**config.mk**
```make
export PLATFORM = sky130hd
export DESIGN_NAME = ip_rx_deframer
export DESIGN_NICKNAME = d
export VERILOG_FILES = /design/src/rtl/ip_rx_pkg.sv /design/src/rtl/ip_rx_deframer_sat_counter.sv /design/src/rtl/ip_rx_deframer.sv
export SDC_FILE = /design/constraint.sdc
export NUM_CORES = 1
export LEC_CHECK = 0
export BUFFER_PORTS_ARGS = -buffer_cell sky130_fd_sc_hd__buf_2
export CAP_MARGIN = 20
export CORE_ASPECT_RATIO = 1.2
export CORE_MARGIN = 5
export CORE_UTILIZATION = 54
export DETAILED_ROUTE_END_ITERATION = 8
export HOLD_SLACK_MARGIN = 0.06
export PLACE_DENSITY = 0.85
export SLEW_MARGIN = 10
export SYNTH_ARGS = -nofsm -noshare
export SYNTH_HDL_FRONTEND = slang
export SYNTH_SLANG_ARGS = --single-unit
```
**constraint.sdc**
```tcl
create_clock -name ap_clk -period 3.8 [get_ports ap_clk]
set_clock_uncertainty 0.15 [all_clocks]
set_input_delay 0.38 -clock ap_clk [delete_from_list [all_inputs] [get_ports ap_clk]]
set_output_delay 0.38 -clock ap_clk [all_outputs]
set_load 0.02 [all_outputs]
```
**src/rtl/ip_rx_pkg.sv**
```systemverilog
// Shared definitions for the IP receive deframer: FSM states, IPv4 header field
// offsets within the packed 160-bit header, and FIFO framing constants.
package ip_rx_pkg;

    typedef enum logic [2:0] {
        ST_IDLE,
        ST_PREFIX,
        ST_PAYLOAD,
        ST_PAD,
        ST_DRAIN,
        ST_DROP
    } rx_state_t;

    localparam int HDR_WIDTH       = 160;
    localparam int HDR_VERSION_LSB = 0;
    localparam int HDR_VERSION_W   = 4;
    localparam int HDR_IHL_LSB     = 4;
    localparam int HDR_IHL_W       = 4;
    localparam int HDR_DSCP_LSB    = 8;
    localparam int HDR_DSCP_W      = 6;
    localparam int HDR_ECN_LSB     = 14;
    localparam int HDR_ECN_W       = 2;
    localparam int HDR_LENGTH_LSB  = 16;
    localparam int HDR_LENGTH_W    = 16;
    localparam int HDR_IDENT_LSB   = 32;
    localparam int HDR_IDENT_W     = 16;
    localparam int HDR_FLAGS_LSB   = 48;
    localparam int HDR_FLAGS_W     = 3;
    localparam int HDR_FRAG_LSB    = 51;
    localparam int HDR_FRAG_W      = 13;
    localparam int HDR_TTL_LSB     = 64;
    localparam int HDR_TTL_W       = 8;
    localparam int HDR_PROTO_LSB   = 72;
    localparam int HDR_PROTO_W     = 8;
    localparam int HDR_CSUM_LSB    = 80;
    localparam int HDR_CSUM_W      = 16;
    localparam int HDR_SRC_LSB     = 96;
    localparam int HDR_DST_LSB     = 128;
    localparam int HDR_IP_W        = 32;

    localparam logic [7:0] IP_PROTO_UDP = 8'd17;
    localparam int         PREFIX_LEN   = 10;

    // IHL is expressed in 32-bit words; the framer works in bytes.
    function automatic logic [15:0] ihl_bytes(input logic [3:0] ihl);
        return {10'd0, ihl, 2'b00};
    endfunction

endpackage

```
**src/rtl/ip_rx_deframer_sat_counter.sv**
```systemverilog
// Saturating event counter: increments on inc, holds at all-ones.
module sat_counter #(
    parameter int CNT_WIDTH = 16
) (
    input  logic                 clk,
    input  logic                 rst_n,
    input  logic                 inc,
    output logic [CNT_WIDTH-1:0] value
);

    logic [CNT_WIDTH-1:0] value_reg;

    always_ff @(posedge clk or negedge rst_n) begin
        if (!rst_n) begin
            value_reg <= '0;
        end else if (inc && (value_reg != {CNT_WIDTH{1'b1}})) begin
            value_reg <= value_reg + CNT_WIDTH'(1);
        end
    end

    assign value = value_reg;

endmodule

```
**src/rtl/ip_rx_deframer.sv**
```systemverilog
// Serialises accepted UDP datagrams into the RX byte FIFO as a 10-byte prefix
// (src ip, dest ip, payload length) followed by a length-corrected payload.
module ip_rx_deframer
    import ip_rx_pkg::*;
#(
    parameter int MAX_PAYLOAD = 1472,
    parameter int CNT_WIDTH   = 16
) (
    input  logic                 ap_clk,
    input  logic                 ap_rst_n,
    input  logic                 rx_hdr_valid,
    output logic                 rx_hdr_ready,
    input  logic [HDR_WIDTH-1:0] rx_hdr,
    input  logic                 rx_payload_TVALID,
    output logic                 rx_payload_TREADY,
    input  logic [7:0]           rx_payload_TDATA,
    input  logic                 rx_payload_TLAST,
    output logic [7:0]           dout_V_din,
    input  logic                 dout_V_full_n,
    output logic                 dout_V_write,
    output logic [CNT_WIDTH-1:0] stat_ok,
    output logic [CNT_WIDTH-1:0] stat_drop,
    output logic [CNT_WIDTH-1:0] stat_len_err
);

    localparam logic [15:0] MAX_PLEN    = 16'(MAX_PAYLOAD);
    localparam logic [3:0]  LAST_PREFIX = 4'(PREFIX_LEN - 1);

    rx_state_t   state_reg;
    logic        ready_en_reg;
    logic [31:0] src_ip_reg;
    logic [31:0] dest_ip_reg;
    logic [15:0] plen_reg;
    logic [15:0] count_reg;
    logic [3:0]  idx_reg;

    logic [3:0]  hdr_version;
    logic [3:0]  hdr_ihl;
    logic [15:0] hdr_length;
    logic [7:0]  hdr_proto;
    logic [31:0] hdr_src;
    logic [31:0] hdr_dst;
    logic [15:0] hdr_ihl_bytes;
    logic [15:0] hdr_plen;
    logic        hdr_bad;
    logic        hdr_accept;
    logic        unused_hdr_bits;

    assign hdr_version   = rx_hdr[HDR_VERSION_LSB +: HDR_VERSION_W];
    assign hdr_ihl       = rx_hdr[HDR_IHL_LSB +: HDR_IHL_W];
    assign hdr_length    = rx_hdr[HDR_LENGTH_LSB +: HDR_LENGTH_W];
    assign hdr_proto     = rx_hdr[HDR_PROTO_LSB +: HDR_PROTO_W];
    assign hdr_src       = rx_hdr[HDR_SRC_LSB +: HDR_IP_W];
    assign hdr_dst       = rx_hdr[HDR_DST_LSB +: HDR_IP_W];
    assign hdr_ihl_bytes = ihl_bytes(hdr_ihl);
    assign hdr_plen      = hdr_length - hdr_ihl_bytes;

    // Fields the deframer does not act on (tos, ident/flags/frag, ttl, checksum).
    assign unused_hdr_bits = ^{rx_hdr[HDR_DSCP_LSB +: HDR_DSCP_W + HDR_ECN_W],
                               rx_hdr[HDR_IDENT_LSB +: HDR_IDENT_W + HDR_FLAGS_W + HDR_FRAG_W + HDR_TTL_W],
                               rx_hdr[HDR_CSUM_LSB +: HDR_CSUM_W]};

    // The length floor check runs before plen is trusted, so a wrapped plen never matters.
    assign hdr_bad = (hdr_proto != IP_PROTO_UDP) ||
                     (hdr_version != 4'd4) ||
                     (hdr_ihl < 4'd5) ||
                     (hdr_length < (hdr_ihl_bytes + 16'd8)) ||
                     (hdr_plen > MAX_PLEN);

    assign rx_hdr_ready = ready_en_reg && (state_reg == ST_IDLE);
    assign hdr_accept   = rx_hdr_valid && rx_hdr_ready;

    logic [7:0] prefix_bytes [PREFIX_LEN];

    generate
        genvar gi;
        for (gi = 0; gi < 4; gi++) begin : g_ip_bytes
            assign prefix_bytes[gi]     = src_ip_reg[31 - 8*gi -: 8];
            assign prefix_bytes[gi + 4] = dest_ip_reg[31 - 8*gi -: 8];
        end
        for (gi = 0; gi < 2; gi++) begin : g_len_bytes
            assign prefix_bytes[gi + 8] = plen_reg[15 - 8*gi -: 8];
        end
    endgenerate

    logic [15:0] count_inc;
    logic        count_done;
    logic        pay_xfer;
    logic        pad_wr;
    logic        tail_xfer;
    logic        ok_inc;
    logic        len_err_inc;
    logic        drop_inc;

    assign count_inc  = count_reg + 16'd1;
    assign count_done = (count_inc == plen_reg);
    assign pay_xfer   = (state_reg == ST_PAYLOAD) && rx_payload_TVALID && dout_V_full_n;
    assign pad_wr     = (state_reg == ST_PAD) && dout_V_full_n;
    assign tail_xfer  = ((state_reg == ST_DRAIN) || (state_reg == ST_DROP)) &&
                        rx_payload_TVALID && rx_payload_TLAST;

    assign ok_inc      = (pay_xfer || pad_wr) && count_done;
    assign len_err_inc = (pay_xfer && count_done && !rx_payload_TLAST) || (pad_wr && count_done);
    assign drop_inc    = hdr_accept && hdr_bad;

    always_comb begin
        rx_payload_TREADY = 1'b0;
        dout_V_write      = 1'b0;
        dout_V_din        = 8'h00;
        unique case (state_reg)
            ST_PREFIX: begin
                dout_V_write = dout_V_full_n;
                dout_V_din   = prefix_bytes[idx_reg];
            end
            ST_PAYLOAD: begin
                rx_payload_TREADY = dout_V_full_n;
                dout_V_write      = rx_payload_TVALID && dout_V_full_n;
                dout_V_din        = rx_payload_TDATA;
            end
            ST_PAD: begin
                dout_V_write = dout_V_full_n;
            end
            ST_DRAIN, ST_DROP: begin
                rx_payload_TREADY = 1'b1;
            end
            default: begin
            end
        endcase
    end

    always_ff @(posedge ap_clk or negedge ap_rst_n) begin
        if (!ap_rst_n) begin
            state_reg    <= ST_IDLE;
            ready_en_reg <= 1'b0;
            src_ip_reg   <= '0;
            dest_ip_reg  <= '0;
            plen_reg     <= '0;
            count_reg    <= '0;
            idx_reg      <= '0;
        end else begin
            ready_en_reg <= 1'b1;
            unique case (state_reg)
                ST_IDLE: begin
                    if (hdr_accept) begin
                        src_ip_reg  <= hdr_src;
                        dest_ip_reg <= hdr_dst;
                        plen_reg    <= hdr_plen;
                        count_reg   <= '0;
                        idx_reg     <= '0;
                        state_reg   <= hdr_bad ? ST_DROP : ST_PREFIX;
                    end
                end
                ST_PREFIX: begin
                    if (dout_V_full_n) begin
                        idx_reg <= idx_reg + 4'd1;
                        if (idx_reg == LAST_PREFIX) begin
                            count_reg <= '0;
                            state_reg <= ST_PAYLOAD;
                        end
                    end
                end
                ST_PAYLOAD: begin
                    if (pay_xfer) begin
                        count_reg <= count_inc;
                        if (count_done) begin
                            state_reg <= rx_payload_TLAST ? ST_IDLE : ST_DRAIN;
                        end else if (rx_payload_TLAST) begin
                            state_reg <= ST_PAD;
                        end
                    end
                end
                ST_PAD: begin
                    if (pad_wr) begin
                        count_reg <= count_inc;
                        if (count_done) begin
                            state_reg <= ST_IDLE;
                        end
                    end
                end
                ST_DRAIN, ST_DROP: begin
                    if (tail_xfer) begin
                        state_reg <= ST_IDLE;
                    end
                end
                default: begin
                    state_reg <= ST_IDLE;
                end
            endcase
        end
    end

    sat_counter #(.CNT_WIDTH(CNT_WIDTH)) u_stat_ok (
        .clk   (ap_clk),
        .rst_n (ap_rst_n),
        .inc   (ok_inc),
        .value (stat_ok)
    );

    sat_counter #(.CNT_WIDTH(CNT_WIDTH)) u_stat_drop (
        .clk   (ap_clk),
        .rst_n (ap_rst_n),
        .inc   (drop_inc),
        .value (stat_drop)
    );

    sat_counter #(.CNT_WIDTH(CNT_WIDTH)) u_stat_len_err (
        .clk   (ap_clk),
        .rst_n (ap_rst_n),
        .inc   (len_err_inc),
        .value (stat_len_err)
    );

endmodule

```
# --- Yosys cells after proc, flatten, opt, wreduce, memory -nomap -nowiden ---
# Cells that the tools add are included.
word_totals:
  reg_bits: 152
  inputBits: 174
  out_inout_bits: 59
  word_cells: 102
op_classes:
  magnitude_cmp: 4
  add_sub_neg: 7
  n_eq_ne: 20
  bitwise: 1
  muxes: 27
  n_reduce_logical: 33
ops:
  columns: ["operator", "count"]
  rows:
  - ["$mux W16", 5]
  - ["$add A16 B1 Y16 const B", 4]
  - ["$pmux W16 S4", 1]
  - ["$ne A16 B16 Y1 const B", 3]
  - ["$mux W3", 11]
  - ["$bmux W8 S4", 1]
  - ["$eq A16 B16 Y1", 1]
  - ["$gt A16 B11 Y1 const B", 1]
  - ["$logic_and A1 B1 Y1", 16]
  - ["$lt A16 B7 Y1", 1]
  - ["$mux W8", 2]
  - ["$pmux W8 S2", 1]
  - ["$sub A16 B6 Y16", 1]
  - ["$pmux W3 S5", 1]
  - ["$ne A2 B2 Y1 const B", 7]
  - ["$mux W4", 2]
  - ["$ne A8 B5 Y1 const B", 1]
  - ["$pmux W4 S2", 1]
  - ["$reduce_and A8 Y1", 1]
  - ["$add A6 B4 Y7 const B", 1]
  - ["$logic_or A1 B1 Y1", 7]
  - ["$eq A3 B2 Y1 const B", 2]
  - ["$eq A3 B3 Y1 const B", 2]
  - ["$reduce_and A6 Y1", 1]
  - ["16 further kinds", 18]

# --- Logic depth before layout (Yosys ltp) ---
logic_depth:
  word_depth: 8
  depth_mapped: 13

# --- Cells and area by module ---
# A second synthesis with hierarchy kept.
unflattened:
  cells_unflattened: 940
  area_unflattened_um2: 8837.2
by_module_without_submodules:
  columns: ["mod", "instances", "area_each_um2", "cells_per_inst", "seq_area_each_um2"]
  rows:
  - ["ip_rx_deframer", 1, 6258.5, 724, 2602.5]
  - ["sat_counter", 3, 859.6, 72, 400.4]

# --- Least setup slack after synthesis ---
# Ideal clock, no wire load.
synth_timing:
  path_type: "input port to flip-flop"
  startpoint: "in rx_hdr[18]"
  endpoint: "reg u_stat_drop.value_reg[14] (netlist: u_stat_drop.value[14])"
  stages: 13
  setup_ns: 0.131
  t_required_ns: 3.519
  path_slack_ns: 0.553
  n_path_buf: 1
  arrival_ns: 2.967
  path_cell_list: "inv_1 -> ha_1 -> inv_1 -> fa_1 -> a21o_1 -> a211o_1 -> nor3_1 -> o22a_1 -> and3b_1 -> o311ai_2 -> buf_2 -> nand4b_1 -> xnor2_1"
synth_between:
  elab_chain_len: 5
synth_rtl:
  columns: ["element", "line", "rtl"]
  rows:
  - ["start: declaration", "ip_rx_deframer.sv:13", "input logic [HDR_WIDTH-1:0] rx_hdr,"]
  - ["$sub A16 B6 Y16 or $lt A16 B7 Y1 (tied branches)", "ip_rx_deframer.sv:56, ip_rx_deframer.sv:67", null]
  - ["$gt A16 B11 Y1 or $logic_or A1 B1 Y1 (tied branches)", "ip_rx_deframer.sv:68, ip_rx_deframer.sv:66", null]
  - ["$logic_or A1 B1 Y1 *", "ip_rx_deframer.sv:67", "(hdr_length < (hdr_ihl_bytes + 16'd8)) ||"]
  - ["$logic_and A1 B1 Y1 *", "ip_rx_deframer.sv:104", "assign drop_inc = hdr_accept && hdr_bad;"]
  - ["$logic_and A1 B1 Y1 *", "ip_rx_deframer_sat_counter.sv:16", "end else if (inc && (value_reg != {CNT_WIDTH{1'b1}})) begin"]
  - ["end signal: assignment", "ip_rx_deframer_sat_counter.sv:17", "value_reg <= value_reg + CNT_WIDTH'(1);"]
  - ["end: declaration", "ip_rx_deframer_sat_counter.sv:11", "logic [CNT_WIDTH-1:0] value_reg;"]
# Every way passes the cells marked *; elsewhere a longest branch is shown, timed or not.
# A chain may end at the register's enable or synchronous reset.

# --- Worst setup path in the final report ---
layout_timing:
  startpoint: "reg count_reg[0]"
  endpoint: "reg u_stat_len_err.value_reg[14] (netlist: u_stat_len_err.value[14])"
layout_between:
  elab_chain_len: 6
layout_rtl:
  columns: ["element", "line", "rtl"]
  rows:
  - ["start: declaration", "ip_rx_deframer.sv:34", "logic [15:0] count_reg;"]
  - ["start signal: assignment", "ip_rx_deframer.sv:164", "count_reg <= count_inc;"]
  - ["start signal: assignment", "ip_rx_deframer.sv:174", "count_reg <= count_inc;"]
  - ["$add A16 B1 Y16 *", "ip_rx_deframer.sv:95", "assign count_inc = count_reg + 16'd1;"]
  - ["$eq A16 B16 Y1 *", "ip_rx_deframer.sv:96", "assign count_done = (count_inc == plen_reg);"]
  - ["$logic_and A1 B1 Y1 (2 in a row)", "ip_rx_deframer.sv:103", "assign len_err_inc = (pay_xfer && count_done && !rx_payload_TLAST) || (pad_wr && count_done);"]
  - ["$logic_or A1 B1 Y1 *", "ip_rx_deframer.sv:103", null]
  - ["$logic_and A1 B1 Y1 *", "ip_rx_deframer_sat_counter.sv:16", null]
  - ["end signal: assignment", "ip_rx_deframer_sat_counter.sv:17", null]
  - ["end: declaration", "ip_rx_deframer_sat_counter.sv:11", null]
# Marks and branches as above.

==> PnR_summary.wiki <==
{| class="wikitable"
! Metric !! Value
|-
| Commonest cells in the synthesized netlist || 255 x sky130_fd_sc_hd__nand2_1, 152 x sky130_fd_sc_hd__dfrtp_1, 55 x sky130_fd_sc_hd__nor2_1
|-
| Depth of the worst hold-timing path || 3
|-
| Bufs on Longest Clock Path || 2
|-
| Worst supply voltage drop on vdd || 424 uV
|-
| Number of clock sinks || 152
|-
| Final worst path period need || 3.46 ns
|-
| First-pass GRT wire length || 41.0 mm
|-
| Last weighted congestion value of the routability-driven placer || 0.890
|-
| Post-DRT Antenna Nets || 0
|-
| Global route overflow || 0
|-
| Sequential fraction of the synthesis area || 43.8%
|-
| Avg Cell Area, Syn || 9.04 um^2
|-
| Drc violations || 0
|-
| Power per Cell Area || 639 nW/um^2
|-
| Relative area change from synthesis to final layout || 26.6%
|-
| Leading cell types by total area after synthesis || sky130_fd_sc_hd__dfrtp_1 44%, sky130_fd_sc_hd__nand2_1 11%, sky130_fd_sc_hd__xnor2_1 4.9%
|-
| Clock tree from TritonCTS || done
|-
| Hold WS || 0.140 ns
|-
| Total routing resource utilization after global routing || 27.0%
|-
| Required time of the worst setup path || 3.96 ns
|-
| Primary FF master, synth || sky130_fd_sc_hd__dfrtp_1
|-
| Max-cap violations || 0
|-
| Number of detailed-routing iterations run before antenna repair || 5
|-
| Number of DRC violations after detailed-routing iteration 0 || 540
|-
| Leakage power figure || 5.33 nW
|-
| Startpoint of the lowest-slack hold path || rx_hdr[31]
|-
| Library cell used as clock root buffer || sky130_fd_sc_hd__clkbuf_16
|-
| Fraction of layout instances using a drive strength above 1 || 22.8%
|-
| Classification of the worst-slack hold path || input pin to flip-flop
|-
| Number of enable flip-flop cells after synthesis || 0
|-
| Final-report hold violation count || 0
|-
| DR WL/cell || 18.1 um
|-
| Depth of the critical timing path with buffers and inverters included || 10
|-
| Setup TNS || 0 ns
|-
| Max Clock Freq || 289 MHz
|-
| Cell Chain, Critical Path || ha_1 > nand4_1 > or4_1 > a21oi_1 > o22ai_1 > nand4b_1 > nor3_2 > buf_4 > nand4_1 > xnor2_1
|-
| Cell with the biggest individual delay on the critical path || sky130_fd_sc_hd__or4_1
|-
| Post-synthesis cell count || 962
|-
| Launch point of the worst reg-to-reg path || count_reg[0]
|-
| Count of pins on the block boundary || 233
|-
| Number of buffers inserted by port buffering || 168
|-
| End of the worst hold path || plen_reg[15]
|-
| Least-Margin Pin Slew || 0.885 ns
|-
| Pin count of the biggest net entering global routing || 88
|-
| Number of vias after detailed routing || 8283
|-
| Final-report max-slew violation count || 0
|-
| Post-synthesis instance area || 8690 um^2
|-
| Die Outline Area || 18700 um^2
|-
| Setup CP Type || flip-flop to flip-flop
|-
| Post-route cell area || 11000 um^2
|-
| Number of vias per cell || 5.92
|-
| Height of the die || 149 um
|-
| Endpoints failing setup || 0
|-
| H-tree level count || 4
|-
| Clock Pin Slew Worst Setup and Hold Paths || 0.06 ns
|-
| Top cell type's share of synthesized area || 43.8%
|-
| Largest area contributor in the synthesized netlist || sky130_fd_sc_hd__dfrtp_1
|-
| CP Buf/Inv Count || 1
|-
| Total Nets Final || 1365
|-
| Async S/R FF share, synth || 100%
|-
| Post-DP HPWL || 16.0 mm
|-
| Slowest Stage Delay on Critical Path || 0.57 ns
|-
| Critical-path maximum fanout || 8
|-
| Setup repair after global routing missed its margin || false
|-
| Depth of the worst register-to-register path || 10
|-
| Total placed instance area || 9710 um^2
|-
| Worst relative slew slack || 40.8%
|-
| Initial core utilization || 55.4%
|-
| Number of storage elements in the synthesis netlist || 152
|-
| Post-synthesis net count || 1152
|-
| Number of antenna violations at the first check in global routing || 0
|-
| Num rows || 50
|-
| Die extent in x || 126 um
|-
| Number of library cell types mapped by synthesis || 74
|-
| Post-route fraction of the period consumed by the critical path || 91.1%
|-
| Startpoint type of the worst setup path || flip-flop
|-
| Reg-to-reg endpoint || u_stat_len_err.value[14]
|-
| Total of fill cells in the finished design || 1140
|-
| Routed Wire Length || 25.3 mm
|-
| Endpoint arrival time on the critical path || 3.63 ns
|-
| Area inside the core boundary || 15700 um^2
|-
| Clock Latency Late Sink || 0.43 ns
|-
| Top-count cell post-synth || sky130_fd_sc_hd__nand2_1
|-
| Most frequent CP cell || sky130_fd_sc_hd__nand4_1
|-
| Critical path's top delay family || simple AND/OR/NAND/NOR gates
|-
| Critical path capture point type || flip-flop
|-
| Worst setup slack for register-to-register paths || 0.34 ns
|-
| Result of the run || completed
|-
| Vias in the first global route || 8256
|-
| Total number of yosys warnings || 0
|-
| CTS Buf Count || 17
|}
==> per-stage QoR <==
step	utilization (%)	setup slack (ns)	instances	total power (W)
after floorplan	-	0.553	962	0.00433
after global placement	61.8	0.340	1297	0.00496
after detailed placement	61.8	0.179	1297	0.00507
after CTS	70.0	0.173	1395	0.00695
after global routing	70.0	0.126	1395	0.00742
final	70.1	0.339	1398	0.00703
==> cell families after synthesis <==
kind of cell	count (synthesis)	synth area share [%]
compound gates	141	11.2
xor+xnor	69	6.95
fa+ha+maj	16	2.48
buf+inv	80	3.76
flops	152	43.8
mux	34	6.46
other cells	1	0.0431
simple gates	469	25.3
==> routing by layer <==
layer	vias to the layer above	share of wire (%)	wire length, um	track usage (%)
met5	-	0	0	0
met4	0	4.3	1090	12.6
met3	101	7.0	1780	6.73
met2	406	52	13100	47.6
met1	4001	37	9280	30.9
li1	3775	-	-	-
==> layout make-up <==
cell class / count / area [um^2] / share of cell area (%)
Antenna cell: 3 / 7.51 / 0.0682
Timing Repair Buffer: 251 / 1650 / 15.0
Multi-Input combinational cell: 730 / 4580 / 41.6
Clock buffer: 20 / 447 / 4.06
Inverter: 23 / 86.3 / 0.785
Tap cell: 208 / 260 / 2.37
Clock inverter: 11 / 171 / 1.56
Sequential cell: 152 / 3800 / 34.6
==> how the worst max path moves through the flow <==
stage | from | to | slack [ns]
6_report | count_reg[0] | u_stat_len_err.value[14] | 0.34
5_1_grt | count_reg[0] | u_stat_len_err.value[14] | 0.13
4_1_cts | idx_reg[0] | dout_V_din[2] | 0.17
3_5_place_dp | rx_hdr[18] | u_stat_drop.value[1] | 0.18
3_3_place_gp | rx_hdr[18] | u_stat_drop.value[1] | 0.34
2_1_floorplan | rx_hdr[18] | u_stat_drop.value[14] | 0.55
==> worst reg2reg max path, cell delays in order (launching register included) <==
cell	delay (ns)
sky130_fd_sc_hd__dfrtp_1	0.44
sky130_fd_sc_hd__ha_1	0.33
sky130_fd_sc_hd__nand4_1	0.23
sky130_fd_sc_hd__or4_1	0.57
sky130_fd_sc_hd__a21oi_1	0.18
sky130_fd_sc_hd__o22ai_1	0.14
sky130_fd_sc_hd__nand4b_1	0.29
sky130_fd_sc_hd__nor3_2	0.45
sky130_fd_sc_hd__buf_4	0.24
sky130_fd_sc_hd__nand4_1	0.15
sky130_fd_sc_hd__xnor2_1	0.16
==> where the power goes <==
part / total, W / leakage [nW] / internal, W / switching [W]
Combinational: 0.00251 / 3.07 / 0.00116 / 0.00136
Sequential: 0.00272 / 1.96 / 0.00213 / 0.000587
Clock: 0.00181 / 0.297 / 0.00112 / 0.000692
Total: 0.00703 / 5.33 / 0.00440 / 0.00263
==> cell usage in the layout, fill, tap and decap left out, types with 23 or more instances in the layout <==
cell type,count
sky130_fd_sc_hd__dfrtp_1,151
sky130_fd_sc_hd__xnor2_1,49
sky130_fd_sc_hd__nand3_1,34
sky130_fd_sc_hd__buf_2,167
sky130_fd_sc_hd__dlygate4sd3_1,67
sky130_fd_sc_hd__a21oi_1,23
sky130_fd_sc_hd__o21ai_0,34
sky130_fd_sc_hd__nand2_1,255
sky130_fd_sc_hd__nor2_1,55
==> what timing repair did <==
item,CTS,global route
setup buffers,0,0
endpoints found under the setup margin,0,2
hold endpoints to repair,152,0
hold buffers,67,0
gates resized for setup,0,1
Note: power is estimated with default switching activity, not from simulation.
